### config.mk
export PLATFORM = sky130hd
export DESIGN_NAME = branch_resolve
export DESIGN_NICKNAME = d
export VERILOG_FILES = /design/src/rtl/branch_resolve.sv
export SDC_FILE = /design/constraint.sdc
export NUM_CORES = 1
export LEC_CHECK = 0
export CAP_MARGIN = 20
export CORE_MARGIN = 1
export CORE_UTILIZATION = 30
export DETAILED_ROUTE_END_ITERATION = 6
export HOLD_SLACK_MARGIN = 0.03
export MAX_ROUTING_LAYER = met4
export PLACE_DENSITY = 0.57
export SLEW_MARGIN = 10
export SYNTH_ARGS = -nofsm -noshare
export SYNTH_HDL_FRONTEND = slang
export SYNTH_SLANG_ARGS = --single-unit
### constraint.sdc
create_clock -name clk -period 2.8 [get_ports clk]
set_input_delay 0.56 -clock clk [delete_from_list [all_inputs] [get_ports clk]]
set_output_delay 0.56 -clock clk [all_outputs]
set_load 0.02 [all_outputs]
### src/rtl/branch_resolve.sv
// rtl/branch_resolve.sv - execute-stage branch resolution with redirect handshake and counters
// Resolves B-type/JAL/JALR against a prediction; a mispredict holds a redirect until fetch acks.
module branch_resolve #(
  parameter int XLEN      = 32,
  parameter int PRED_MODE = 0,
  parameter int CNT_W     = 16
) (
  input  logic             clk,
  input  logic             rst_n,
  input  logic             in_valid,
  output logic             in_ready,
  input  logic [6:0]       opcode,
  input  logic [2:0]       func3,
  input  logic [XLEN-1:0]  pc,
  input  logic [XLEN-1:0]  rs1_val,
  input  logic [XLEN-1:0]  rs2_val,
  input  logic [XLEN-1:0]  imm,
  input  logic             pred_taken,
  input  logic [XLEN-1:0]  pred_target,
  output logic             res_valid,
  output logic             res_branch_en,
  output logic             res_cond,
  output logic             res_taken,
  output logic             res_illegal,
  output logic             res_misalign,
  output logic             link_valid,
  output logic [XLEN-1:0]  link_data,
  output logic             redirect_valid,
  input  logic             redirect_ready,
  output logic [XLEN-1:0]  redirect_pc,
  input  logic             cnt_clr,
  output logic [CNT_W-1:0] branch_cnt,
  output logic [CNT_W-1:0] mispred_cnt
);

  localparam logic [6:0] OP_BRANCH = 7'd99;
  localparam logic [6:0] OP_JAL    = 7'd111;
  localparam logic [6:0] OP_JALR   = 7'd103;

  typedef enum logic [1:0] {IDLE, RESOLVE, REDIRECT} state_t;

  state_t state_q, state_d;

  logic            is_cond, is_jal, is_jalr, is_branch;
  logic            cond_true, illegal, taken, misalign;
  logic            exp_taken, mispredict, accept;
  logic [XLEN-1:0] jalr_sum, target, exp_target, link;

  always_comb begin
    is_cond   = (opcode == OP_BRANCH);
    is_jal    = (opcode == OP_JAL);
    is_jalr   = (opcode == OP_JALR);
    is_branch = is_cond | is_jal | is_jalr;

    cond_true = 1'b0;
    illegal   = 1'b0;
    case (func3)
      3'd0:    cond_true = (rs1_val == rs2_val);
      3'd1:    cond_true = (rs1_val != rs2_val);
      3'd4:    cond_true = ($signed(rs1_val) <  $signed(rs2_val));
      3'd5:    cond_true = ($signed(rs1_val) >= $signed(rs2_val));
      3'd6:    cond_true = (rs1_val <  rs2_val);
      3'd7:    cond_true = (rs1_val >= rs2_val);
      default: illegal   = is_cond;
    endcase

    taken    = (is_cond & cond_true) | is_jal | is_jalr;
    jalr_sum = rs1_val + imm;
    target   = is_jalr ? (jalr_sum & ~XLEN'(1)) : (pc + imm);
    link     = pc + XLEN'(4);
    misalign = taken && (target[1:0] != 2'b00);

    // Static BTFN: backward conditionals and JAL are predicted taken to the exact target.
    if (PRED_MODE == 1) begin
      exp_taken  = is_cond ? imm[XLEN-1] : is_jal;
      exp_target = target;
    end else begin
      exp_taken  = pred_taken;
      exp_target = pred_target;
    end

    // A misaligned taken target is left to the trap path, so it never redirects.
    mispredict = is_branch && !misalign &&
                 ((taken != exp_taken) || (taken && exp_taken && (exp_target != target)));
  end

  assign accept = in_valid && in_ready;

  always_comb begin
    state_d        = state_q;
    in_ready       = (state_q != REDIRECT);
    redirect_valid = (state_q == REDIRECT);
    case (state_q)
      IDLE, RESOLVE: begin
        if (accept) state_d = mispredict ? REDIRECT : RESOLVE;
        else        state_d = IDLE;
      end
      REDIRECT: if (redirect_ready) state_d = IDLE;
      default:  state_d = IDLE;
    endcase
  end

  always_ff @(posedge clk or negedge rst_n) begin
    if (!rst_n) state_q <= IDLE;
    else        state_q <= state_d;
  end

  logic            res_valid_q, branch_en_q, cond_q, taken_q, illegal_q, misalign_q, link_valid_q;
  logic [XLEN-1:0] link_data_q, redirect_pc_q;

  // Result fields only load on accept, so they hold while no result is pending.
  always_ff @(posedge clk or negedge rst_n) begin
    if (!rst_n) begin
      res_valid_q   <= 1'b0;
      branch_en_q   <= 1'b0;
      cond_q        <= 1'b0;
      taken_q       <= 1'b0;
      illegal_q     <= 1'b0;
      misalign_q    <= 1'b0;
      link_valid_q  <= 1'b0;
      link_data_q   <= '0;
      redirect_pc_q <= '0;
    end else begin
      res_valid_q <= accept;
      if (accept) begin
        branch_en_q   <= is_branch;
        cond_q        <= is_cond;
        taken_q       <= taken;
        illegal_q     <= illegal;
        misalign_q    <= misalign;
        link_valid_q  <= is_jal | is_jalr;
        link_data_q   <= link;
        redirect_pc_q <= taken ? target : link;
      end
    end
  end

  logic [CNT_W-1:0] branch_cnt_q, mispred_cnt_q;

  always_ff @(posedge clk or negedge rst_n) begin
    if (!rst_n) begin
      branch_cnt_q  <= '0;
      mispred_cnt_q <= '0;
    end else if (cnt_clr) begin
      branch_cnt_q  <= '0;
      mispred_cnt_q <= '0;
    end else begin
      if (accept && is_branch && (branch_cnt_q != {CNT_W{1'b1}}))
        branch_cnt_q <= branch_cnt_q + CNT_W'(1);
      if (accept && mispredict && (mispred_cnt_q != {CNT_W{1'b1}}))
        mispred_cnt_q <= mispred_cnt_q + CNT_W'(1);
    end
  end

  assign res_valid     = res_valid_q;
  assign res_branch_en = branch_en_q;
  assign res_cond      = cond_q;
  assign res_taken     = taken_q;
  assign res_illegal   = illegal_q;
  assign res_misalign  = misalign_q;
  assign link_valid    = link_valid_q;
  assign link_data     = link_data_q;
  assign redirect_pc   = redirect_pc_q;
  assign branch_cnt    = branch_cnt_q;
  assign mispred_cnt   = mispred_cnt_q;

endmodule

==> run_results.csv <==
group,metric,value,unit
global_routing,busiest_layer,"met2",
cells_and_area,nets,2377,
timing,setup_viol,52,
timing,finalWorstPathRequiredPeriod,5.24,ns
worst_setup_path,cp.buffers_inverters,5,
route,wl_per_cell,18.5,um
yosys,synth_edf_count,0,
yosys,syn-mean-instance-area,7.81,um2
clock_tree,holdBufCountCts,0,
timing,fin_skew,0.00599,ns
yosys,synth_seq_cells,105,
cells_and_area,layout_commonest_cell,"buf_4",
timing,max_freq,191,MHz
route,vias,13100,
run,drv_cap,0,
worst_setup_path,criticalPathCategory,"in2reg",
timing,drv_slew,0,
yosys,postSynth.asyncResetShare,100,%
place,post-dp-hpwl,39400,um
global_routing,met1_usage,33.9,%
floorplan,ioPinCount,281,
timing,fin_crit_sh,187,%
power_and_ir_drop,powerDensity,338,nW/um2
route,drc_errors,27,
yosys,synthCells,1406,
clock_tree,path_clk_slew,0.07,ns
route,postRouteAntennaNets,0,
timing,hold_viol,0,
worst_setup_path,arrival,5.47,ns
clock_tree,clock-root-buffer,"clkbuf_16",
global_routing,grt_first_pass_wirelength,71000,um
clock_tree,cts.sinks,105,
cells_and_area,drive_gt1_share,33.6,%
floorplan,die-area,37400,um2
cells_and_area,fin_cells,2569,
yosys,synth.yosys.seq_area_share,23.9,%
status,violations,"design-rule violations, negative setup slack",
worst_setup_path,critical_path.top_delay_family,"compound AO/OA/AOI/OAI gates",
floorplan,num_rows,69,
route,drt_iter0_drc,636,
cells_and_area,area_growth,76.9,%
floorplan,core_area,35800,um2
timing,fin_ws,-2.44,ns
global_routing,grtUsageMet2,39.8,%
worst_setup_path,cp-end-kind,"register",
yosys,yosysTopAreaCellShare,23.9,%
worst_setup_path,cpPeakStageDelay,0.45,ns
clock_tree,htreeDepth,3,
status,status,"finished, violations left",
place,place_inst,2537,
yosys,synth_nets,1681,
clock_tree,clockBufferDepth,2,
worst_setup_path,cp_slowest_cell,"or4_4",
power_and_ir_drop,p_leak,0.00917,uW
route,vias_per_cell,5.09,
floorplan,die_x,193,um
clock_tree,cts_tree,"done",
clock_tree,clock_latency,0.35,ns
worst_setup_path,worstPathRequired,3.04,ns
yosys,synth_flop_cell,"dfrtp_1",
global_routing,grt_pass1_vias,12700,
cells_and_area,final_cell_mix,"buf_4, clkdlybuf4s50_1, nand2_1",
global_routing,grt_max_degree,78,
yosys,syn_area,11000,um2
power_and_ir_drop,ir_worst_vdd,0.248,mV
global_routing,gr-total-overflow,0,
global_routing,grt_usage,24.9,%
route,dr.pass1.iters,7,
clock_tree,cts_buffers,9,
timing,slew_headroom,30.1,%
place,io_buffers,280,
floorplan,initial_core_util,30.6,%
timing,grt_setup_unrepaired,"true",
yosys,yosys-top-cells-area,"dfrtp_1, ha_1, nand2_1",
timing,fin_tns_setup,-63.67,ns
worst_setup_path,path_max_fanout,3,
yosys,synth_area_leader_cell,"dfrtp_1",
route,wirelength,47600,um
floorplan,die_y,193,um
global_routing,met3_usage,1.90,%
worst_setup_path,crit_path_start_kind,"input port",
timing,tightest_slew,1.03,ns
place,globalplace.congestion,0.958,
yosys,yosysUniqueCellTypes,78,
min_path,hold_path_class,"in2async",
global_routing,antenna_found_initial,1,
yosys,ys_warn_count,0,
## metal layers
layer  wire [um]  part of all wire [%]  up-vias
met4        1230                   2.6        0
met3        2060                   4.3       53
li1            -                     -     6506
met5           0                     0        -
met2       21800                    46      327
met1       22500                    47     6195
## per-stage QoR
| step | hold WS (ns) | util [%] | instance area, um2 | power, uW | setup WS [ns] |
|---|---|---|---|---|---|
| after global routing | 0.313 | 54.2 | 19400 | 6920 | -2.65 |
| after floorplan | 0.264 | - | 11100 | 3100 | -2.44 |
| after detailed placement | 0.468 | 49.3 | 17700 | 4920 | -3.33 |
| after global placement | 0.459 | 49.3 | 17700 | 4890 | -3.19 |
| after CTS | 0.278 | 50.9 | 18200 | 6380 | -2.67 |
| final | 0.253 | 54.2 | 19400 | 6560 | -2.44 |
## final timing paths
path / slack, ns / cells past startpoint / end / from
max: -2.44 / 26 / mispred_cnt[6] / rs1_val[5]
min: 0.25 / 1 / link_valid / rst_n
max reg2reg: 0.27 / 10 / mispred_cnt[11] / mispred_cnt[0]
min reg2reg: 0.48 / 2 / redirect_pc[14] / redirect_pc[14]
max in group asynchronous: 1.89 / 2 / link_data[3] / rst_n
min in group clk: 0.48 / 2 / redirect_pc[14] / redirect_pc[14]
## synth_stat cells, drive strengths merged (8+ instances only)
library cell,instances
xnor2,61
mux2i,22
mux2,15
nand4,32
o21ai,113
clkbuf,52
a211oi,13
a21o,36
inv,58
ha,97
a31oi,12
nand2,201
o31ai,15
nor4,8
nor2,93
and4,9
xor2,61
a21oi,105
and2,19
or3,12
a221oi,8
o21bai,8
and3,33
nor2b,12
nand3,50
o22ai,8
nor3,20
or4,12
dfrtp,105
o21a,14
buf,12
o211ai,11
## power by group
group | switching (uW) | total [uW] | internal (uW)
registers | 62.5 | 1670 | 1610
logic | 1690 | 3460 | 1770
clock network | 565 | 1430 | 861
total | 2320 | 6560 | 4250
## cell type report
| type | instances | area (um2) |
|---|---|---|
| inverters | 58 | 230 |
| repair buffers | 749 | 6580 |
| flip-flops and latches | 105 | 2630 |
| diodes | 1 | 2.50 |
| well taps | 461 | 577 |
| fillers | 3309 | 16400 |
| clock inverters | 3 | 68.8 |
| clock buffers | 13 | 270 |
| multi-input cells | 1179 | 9070 |
## registers in the layout, summed over array words and instances (netlist names), 2 cells and up
| name | count |
|---|---|
| redirect_pc | 32 |
| mispred_cnt | 16 |
| link_data | 32 |
| state_q | 2 |
| branch_cnt | 16 |
## cell families (layout without fill, tap and decap cells)
family / Yosys count / count (layout) / synth area share (%)
compound gates: 396 / 396 / 23.1
flops: 105 / 105 / 23.9
xor+xnor: 127 / 127 / 10.8
buf+inv: 122 / 823 / 4.39
other cells: 0 / 1 / 0
fa+ha+maj: 99 / 99 / 11.4
simple gates: 520 / 520 / 22.9
mux: 37 / 37 / 3.54
## timing repair
action                     4_1_cts  5_1_grt
setup endpoints to repair       66       64
setup buffers                    4       11
hold endpoints to repair         0        0
gates resized for setup         47      281
cloned                           1        2
pin swaps                       15       95
Power figures use the tool's default switching activity.
